File: src/rtl/pcf8591_stream_scheduler.sv
// pcf8591_stream_scheduler: streams DAC samples to a PCF8591 as one endless write transaction.
// A configuration change closes the transaction and reopens it with the new control byte.
module pcf8591_stream_scheduler #(
  parameter logic [7:0] DEV_ADDR   = 8'h90,
  parameter logic [7:0] CTRL_INIT  = 8'h40,
  parameter int         FIFO_DEPTH = 4
) (
  input  logic        clk,
  input  logic        reset,
  input  logic [7:0]  smp_data,
  input  logic        smp_valid,
  output logic        smp_ready,
  input  logic [7:0]  cfg_ctrl,
  input  logic        cfg_req,
  output logic        cfg_busy,
  output logic        cfg_ack,
  input  logic        tx_ready,
  output logic [7:0]  tx_word,
  output logic        tx_stop,
  output logic [15:0] underrun_cnt
);
  localparam int AW = $clog2(FIFO_DEPTH);
  typedef enum logic [1:0] {ADDR, CTRL, DATA} state_t;
  state_t state_q, state_d;
  logic [7:0] ctrl_q, ctrl_d, shadow_q, shadow_d, last_q, last_d;
  logic busy_q, busy_d, ack_q, ack_d, apply_q, apply_d;
  logic [15:0] under_q, under_d;
  logic [AW:0] wr_q, wr_d, rd_q, rd_d;
  logic [7:0] mem_q [FIFO_DEPTH];
  logic empty, full, push, pop, pending;
  assign empty = wr_q == rd_q;
  assign full = (wr_q[AW] != rd_q[AW]) && (wr_q[AW-1:0] == rd_q[AW-1:0]);
  assign push = smp_valid && !full;
  assign pop = tx_ready && state_q == DATA && !empty;
  // apply_q marks a transaction already carrying the new control byte, so busy is no longer pending
  assign pending = busy_q && !apply_q;
  assign smp_ready = !full;
  assign cfg_busy = busy_q;
  assign cfg_ack = ack_q;
  assign underrun_cnt = under_q;
  assign tx_word = state_q == ADDR ? DEV_ADDR : state_q == CTRL ? ctrl_q :
                   empty ? last_q : mem_q[rd_q[AW-1:0]];
  assign tx_stop = state_q == DATA && pending;
  always_comb begin
    state_d = state_q;
    ctrl_d = ctrl_q;
    shadow_d = (cfg_req && !busy_q) ? cfg_ctrl : shadow_q;
    busy_d = busy_q || cfg_req;
    ack_d = 1'b0;
    apply_d = apply_q;
    last_d = pop ? mem_q[rd_q[AW-1:0]] : last_q;
    under_d = under_q;
    wr_d = wr_q + {{AW{1'b0}}, push};
    rd_d = rd_q + {{AW{1'b0}}, pop};
    if (tx_ready) begin
      if (state_q == ADDR) state_d = CTRL;
      if (state_q == CTRL) begin
        state_d = DATA;
        ack_d = apply_q;
        busy_d = apply_q ? 1'b0 : busy_d;
        apply_d = 1'b0;
      end
      if (state_q == DATA) begin
        under_d = (empty && under_q != 16'hFFFF) ? under_q + 16'd1 : under_q;
        ctrl_d = pending ? shadow_q : ctrl_q;
        apply_d = pending;
        state_d = pending ? ADDR : DATA;
      end
    end
  end
  always_ff @(posedge clk or posedge reset) begin
    if (reset) begin
      state_q <= ADDR;
      ctrl_q <= CTRL_INIT;
      shadow_q <= 8'h00;
      last_q <= 8'h00;
      busy_q <= 1'b0;
      ack_q <= 1'b0;
      apply_q <= 1'b0;
      under_q <= 16'h0000;
      wr_q <= '0;
      rd_q <= '0;
    end else begin
      state_q <= state_d;
      ctrl_q <= ctrl_d;
      shadow_q <= shadow_d;
      last_q <= last_d;
      busy_q <= busy_d;
      ack_q <= ack_d;
      apply_q <= apply_d;
      under_q <= under_d;
      wr_q <= wr_d;
      rd_q <= rd_d;
    end
  end
  always_ff @(posedge clk)
    if (push) mem_q[wr_q[AW-1:0]] <= smp_data;
endmodule

File: config.mk
export PLATFORM = sky130hd
export DESIGN_NAME = pcf8591_stream_scheduler
export DESIGN_NICKNAME = d
export VERILOG_FILES = /design/src/rtl/pcf8591_stream_scheduler.sv
export SDC_FILE = /design/constraint.sdc
export NUM_CORES = 1
export LEC_CHECK = 0
export CAP_MARGIN = 20
export CORE_ASPECT_RATIO = 0.75
export CORE_MARGIN = 1
export CORE_UTILIZATION = 55
export CTS_BUF_LIST = sky130_fd_sc_hd__clkbuf_4 sky130_fd_sc_hd__clkbuf_8
export CTS_CLUSTER_DIAMETER = 30
export CTS_CLUSTER_SIZE = 10
export DETAILED_ROUTE_END_ITERATION = 12
export PLACE_DENSITY = 0.83
export SKIP_LAST_GASP = 1
export SLEW_MARGIN = 20
export SYNTH_ARGS = -nofsm -noshare
export SYNTH_HDL_FRONTEND = slang
export SYNTH_SLANG_ARGS = --single-unit
File: constraint.sdc
create_clock -name clk -period 4.6 [get_ports clk]
set_input_delay 0.46 -clock clk [delete_from_list [all_inputs] [get_ports clk]]
set_output_delay 0.46 -clock clk [all_outputs]
set_load 0.005 [all_outputs]
### Word level (Yosys, flattened, before mapping)

Memory sizes are Yosys's and may differ from the RTL's.
Index checks and enable logic that the tools add are counted.

| storage, ports and cells | value |
|---|---|
| memory bits (writable) | 32 |
| memories | 1 |
| output and inout bits | 28 |
| register bits | 51 |
| input port bits | 21 |

Memory list:

| memory | words | width | read ports | clocked after memory_dff | write ports | RTL line | source |
|---|---|---|---|---|---|---|---|
| mem_q | 4 | 8 | 1 | 0 | 1 | 29 | `logic [7:0] mem_q [FIFO_DEPTH];` |

| operators by class | value |
|---|---|
| equal/unequal tests | 6 |
| reductions and logical operators | 20 |
| muxes and demuxes | 16 |
| add/subtract/negate cells | 3 |

Operator list:

| kind | count |
|---|---|
| $mux 8 | 3 |
| $add 16x1->16 const B | 1 |
| $ne 16x16->1 const B | 1 |
| $mux 1 | 9 |
| $logic_and 1x1->1 | 8 |
| $mux 2 | 4 |
| $add 3x1->3 | 2 |
| $reduce_and 3->1 | 2 |
| $logic_not 1->1 | 4 |
| $reduce_and 2->1 | 2 |
| $eq 3x3->1 | 1 |
| $reduce_bool 3->1 | 1 |
| $eq 2x1->1 const B | 1 |
| $eq 2x2->1 | 1 |
| $eq 2x2->1 const B | 1 |
| $logic_not 2->1 | 1 |
| $reduce_bool 2->1 | 1 |
| $logic_or 1x1->1 | 1 |
| $ne 1x1->1 | 1 |

### Longest topological paths before layout

| depth | value |
|---|---|
| word-level depth | 6 |
| mapped depth | 9 |
| depth with buffers taken out | 8 |

### Least setup slack after synthesis

OpenSTA, ideal clock, no wires.

| timing path | value |
|---|---|
| path type | register to register |
| start | register rd_q[0] |
| end | memory mem_q[2][0] (enable) |
| data arrival time | 1.648 ns |
| slack | 2.567 ns |
| path buffers | 1 |
| library setup time | 0.385 ns |
| stages on the path, launching flop included | 7 |
| clock period less this slack | 2.033 ns |
| cells stage by stage | dfrtp_1 > buf_6 > xnor2_4 > nand2_1 > or2_2 > nand2_1 > nor3b_1 |

| on the way | value |
|---|---|
| longest elaborated chain between the ends | 6 |

Ends and longest elaborated chain:

| element | RTL line | source |
|---|---|---|
| start: declaration | 28 | `logic [AW:0] wr_q, wr_d, rd_q, rd_d;` |
| start signal: assignment | 93 | `rd_q <= rd_d;` |
| $eq 2x2->1 | 32 | `assign full = (wr_q[AW] != rd_q[AW]) && (wr_q[AW-1:0] == rd_q[AW-1:0]);` |
| $logic_and 1x1->1 | 32 |  |
| $logic_not 1->1 | n/a |  |
| named net smp_ready | 12 | `output logic smp_ready,` |
| $logic_and 1x1->1 | 33 | `assign push = smp_valid && !full;` |
| $mux 1 | 97 | `if (push) mem_q[wr_q[AW-1:0]] <= smp_data;` |
| $mux 1 (implied by the code) | 97 |  |
| end: declaration | 29 |  |

The timed path passes the listed nets, and every way through them passes these cells.

### Final worst setup path

| timing path | value |
|---|---|
| start | register rd_q[0] |
| end | output tx_word[0] |

| on the way | value |
|---|---|
| longest elaborated chain between the ends | 4 |
| elaborated cells on any way between the ends | 5 |
| classes of those cells | 1 x eq/ne; 3 x mux; 1 x memory |

Ends and longest elaborated chain:

| element | RTL line | source |
|---|---|---|
| $mem_v2 4x8 / $eq 3x3->1 (equally long branches) | n/a |  |
| $mux 8 * | 42 | `empty ? last_q : mem_q[rd_q[AW-1:0]];` |
| $mux 8 * (2 in a row) | 41 | `assign tx_word = state_q == ADDR ? DEV_ADDR : state_q == CTRL ? ctrl_q :` |
| end: declaration | 18 | `output logic [7:0] tx_word,` |

Every way passes the cells marked *; elsewhere a longest branch is shown, timed or not.

==> Implementation_results.wiki <==
{| class="wikitable"
! Metric !! Value
|-
| Synthesized instance count || 244
|-
| Met1 track utilization from global routing || 0.2799
|-
| Wire length of the first global-routing pass || 9991 um
|-
| Final wirelength || roughly 6200 um
|-
| Latest clock arrival within the worst-skew pair || 0.36 ns
|-
| Endpoints failing hold || 0
|-
| Pwr dens || 597.6 mW/mm^2
|-
| Post-Synthesis Mean Instance Area || roughly 15 um^2
|-
| Number of buffers inserted for hold repair after clock tree synthesis || 0
|-
| Largest vdd supply drop || 0.3467 mV
|-
| Post-Route Skew || 0.01127 ns
|-
| Worst slew margin relative to its limit || 0.4230
|-
| Number of nets in the layout || 328
|-
| Effective utilization at floorplan || 0.5745
|-
| Antenna violations before repair || 0
|-
| Min-Delay Startpoint || shadow_q[3]$_DFFE_PP0P_
|-
| Post-synth cell types || 42
|-
| GR Layer Usage met2 || 0.2939
|-
| Detail-routed net length per standard cell || 16.07 um
|-
| Crit Reg-Reg Startpoint || rd_q[0]$_DFF_PP0_
|-
| Post-Route Setup TNS || 0 ns
|-
| Standard-cell rows || 25
|-
| Number of instances on the worst hold path || 1
|-
| Layer with the highest usage || met2
|-
| Delay of the slowest cell on the worst path || roughly 0.77 ns
|-
| Cells taking the most area after synthesis || dfrtp_1 34%, edfxtp_1 26%, mux2_2 9.2%
|-
| Clk Tree Root Cell || clkbuf_8
|-
| Total standard cell area after synthesis || 0.003666 mm^2
|-
| Slew of the pin with the lowest slew margin || 0.8644 ns
|-
| Number of global-route vias before repair || 2,053
|-
| Result of the run || complete, no violations
|-
| RePlAce Congestion || 0.7613
|-
| Category of the critical setup timing path || flop to primary output
|-
| CTS-repair resized insts || 0
|-
| FILL cells || about 470
|-
| CTS tree || yes
|-
| Post-CTS repair timing setup buffer count || 0
|-
| Post-synth net total || 274
|-
| Number of clock sinks seen by CTS || 83
|-
| Endpoints failing setup || 0
|-
| Global router's overall resource usage || 0.1996
|-
| Violation count after the first detailed-routing iteration || 92
|-
| Max stage delay cell, worst path || dfrtp_1
|-
| Area Growth Syn to Fin || 20.65%
|-
| Detailed Routing Iterations Pass 1 || 4
|-
| Final clock period utilization by the worst path || 0.6880
|-
| Vias after detailed routing || 2,112
|-
| Ordered list of cells on the worst path || mux4_1 > mux2_2 > mux2i_1 > nor2_1 > clkdlybuf4s50_1
|-
| Maximum number of buffers from clock root to sink || 2
|-
| Maximum number of pins on one net before global-route repair || 52
|-
| Input/output buffers || between 40 and 50
|-
| Antenna diode count || 0
|-
| Max Cap Viol || 0
|-
| Number of buffers created by CTS || 9
|-
| HPWL reported at the end of detailed placement || 4370 um
|-
| Overall die area || 0.006999 mm^2
|-
| Yosys top cell area share || 0.3413
|-
| Count of nets left with antenna violations after detail routing || 0
|-
| Unrepaired setup endpoints after global routing || false
|-
| Number of I/O pins || 49
|-
| Max FO, Critical Path || 10
|-
| Height of the chip || 72.71 um
|-
| Die outline width || 96.27 um
|-
| Core Box Area || 0.006381 mm^2
|-
| Fraction of the yosys area taken by sequential cells || 0.6106
|-
| Met3 GRT Util || 0.07500
|-
| Kind of cell adding the most delay to the critical path || multiplexers
|-
| Number of design rule violations left after detail routing || 0
|-
| Layout cells sized above 1 || 0.2112
|-
| Area leader, netlist || dfrtp_1
|-
| Leak || 1.764 nW
|-
| Class of the tightest hold or removal check || flop to flop
|-
| Sum of overflow across all layers after global routing || 0
|-
| Buffering stage count on the worst path with inverters included || 1
|-
| Clock-pin slew reported for the worst setup and hold paths after clock tree synthesis || around 0.10 ns
|-
| CP startpoint kind || flop
|-
| Arrival @ worst endpoint || 2.70 ns
|-
| Per-cell via count in the routed design || about 5.5
|-
| Max-slew violation count || 0
|-
| Worst reg-to-reg path cell count || 4
|-
| Final Util || 0.6931
|-
| Post-synthesis register bit count || between 80 and 90
|-
| Worst path depth || 5
|-
| Timing-limited maximum frequency || 316.0 MHz
|-
| Crit path from || rd_q[0]$_DFF_PP0_
|-
| Count of yosys warnings during synthesis || 0
|-
| Crit. End Element || primary output
|-
| Number of levels the H-tree was split into || 3
|-
| Critical path required time || 4.14 ns
|-
| Minimum period implied by the final worst setup slack || 3.165 ns
|}
[power breakdown]
| group | leakage [nW] | switching, W | internal [W] | total (W) |
|---|---|---|---|---|
| combinational | 0.725 | 0.000394 | 0.000572 | 0.000966 |
| clock | 0.101 | 0.000297 | 0.000215 | 0.000512 |
| sequential | 0.938 | 0.000171 | 0.000995 | 0.00117 |
[final cells by class]
class	count	area, um^2	share of cell area
well taps	81	101.3	0.02291
repair buffers	51	503.0	0.1137
multi-input cells	148	1363	0.3081
clock buffers	9	123.9	0.02801
inverters	5	20.02	0.004526
clock inverters	7	73.82	0.01669
flip-flops and latches	83	2238	0.5061
[path summary, 6_finish.rpt]
kind / slack, ns / to
max: 1.44 / tx_word[0]
min: 0.50 / ctrl_q[3]$_DFFE_PP0P_
max reg2reg: 2.21 / underrun_cnt[1]$_DFFE_PP0P_
min reg2reg: 0.50 / ctrl_q[3]$_DFFE_PP0P_
max in group asynchronous: 3.52 / underrun_cnt[3]$_DFFE_PP0P_
min in group asynchronous: 0.57 / cfg_ack$_DFF_PP0_
[registers in the layout, summed over array words and instances, names as in the netlist]
| signal | flops |
|---|---|
| cfg_ack | 1 |
| shadow_q | 8 |
| underrun_cnt | 16 |
| state_q | 2 |
| wr_q | 3 |
| mem_q | 32 |
| ctrl_q | 8 |
| cfg_busy | 1 |
| rd_q | 3 |
| last_q | 8 |
| apply_q | 1 |
[Yosys cell counts, drive strengths merged]
master  number
nor2b        2
edfxtp      32
nand3        4
and3         4
inv          5
nor2        17
xnor2       15
nor3         3
ha           9
o31ai        1
a21oi        3
nor3b        2
and4         2
a41oi        1
nand2       16
mux4         8
or2          1
nand4        7
o21ai        1
a31oi        2
nand2b       2
mux2        32
buf          5
mux2i        8
nor4         2
clkbuf       3
o211ai       2
dfrtp       50
and3b        1
xor2         3
dfstp        1
[metrics by stage]
step	hold WS [ns]	setup slack, ns	power, W	cells	cell area (um^2)
after CTS	0.5004	1.368	0.002680	384	4422
final	0.4963	1.435	0.002643	384	4423
after global placement	0.4711	1.813	0.002124	368	4224
after global routing	0.5169	1.268	0.002809	384	4423
after detailed placement	0.4786	1.797	0.002162	368	4224
after floorplan	0.4541	2.567	0.001813	244	3666
[worst register-to-register path, delay by kind of cell (launching register included)]
family | cells | cell delay (ns)
flip-flops | 1 | 0.77
AND/OR/NAND/NOR | 2 | 0.89
multiplexers | 1 | 0.41
XOR/XNOR | 1 | 0.21
[cells in the final DEF, fill, tap and decap left out, types with 5 or more instances in the layout]
cell type	instances
clkdlybuf4s50_1	48
nand4_1	7
clkbuf_8	9
mux2_2	30
xnor2_1	12
dfrtp_1	50
ha_1	9
mux2i_1	8
edfxtp_1	32
nand2_1	16
nor2_1	17
mux4_2	5
[cells by family (layout without fill, tap and decap cells)]
group | count (synthesis) | in the layout | synth area share
xor+xnor | 18 | 18 | 0.05529
flops | 83 | 83 | 0.6106
compound gates | 10 | 10 | 0.01911
fa+ha+maj | 9 | 9 | 0.03072
mux | 48 | 48 | 0.1724
simple gates | 63 | 63 | 0.09420
buf+inv | 13 | 72 | 0.01774
[routing by layer]
layer | wire, um | part of all wire | vias to the layer above
met4 | 25 | 0.0041 | 0
met3 | 302 | 0.049 | 2
met1 | 2940 | 0.48 | 1056
met5 | 0 | 0 | -
li1 | - | - | 1005
met2 | 2901 | 0.47 | 49
Power figures use the tool's default switching activity.
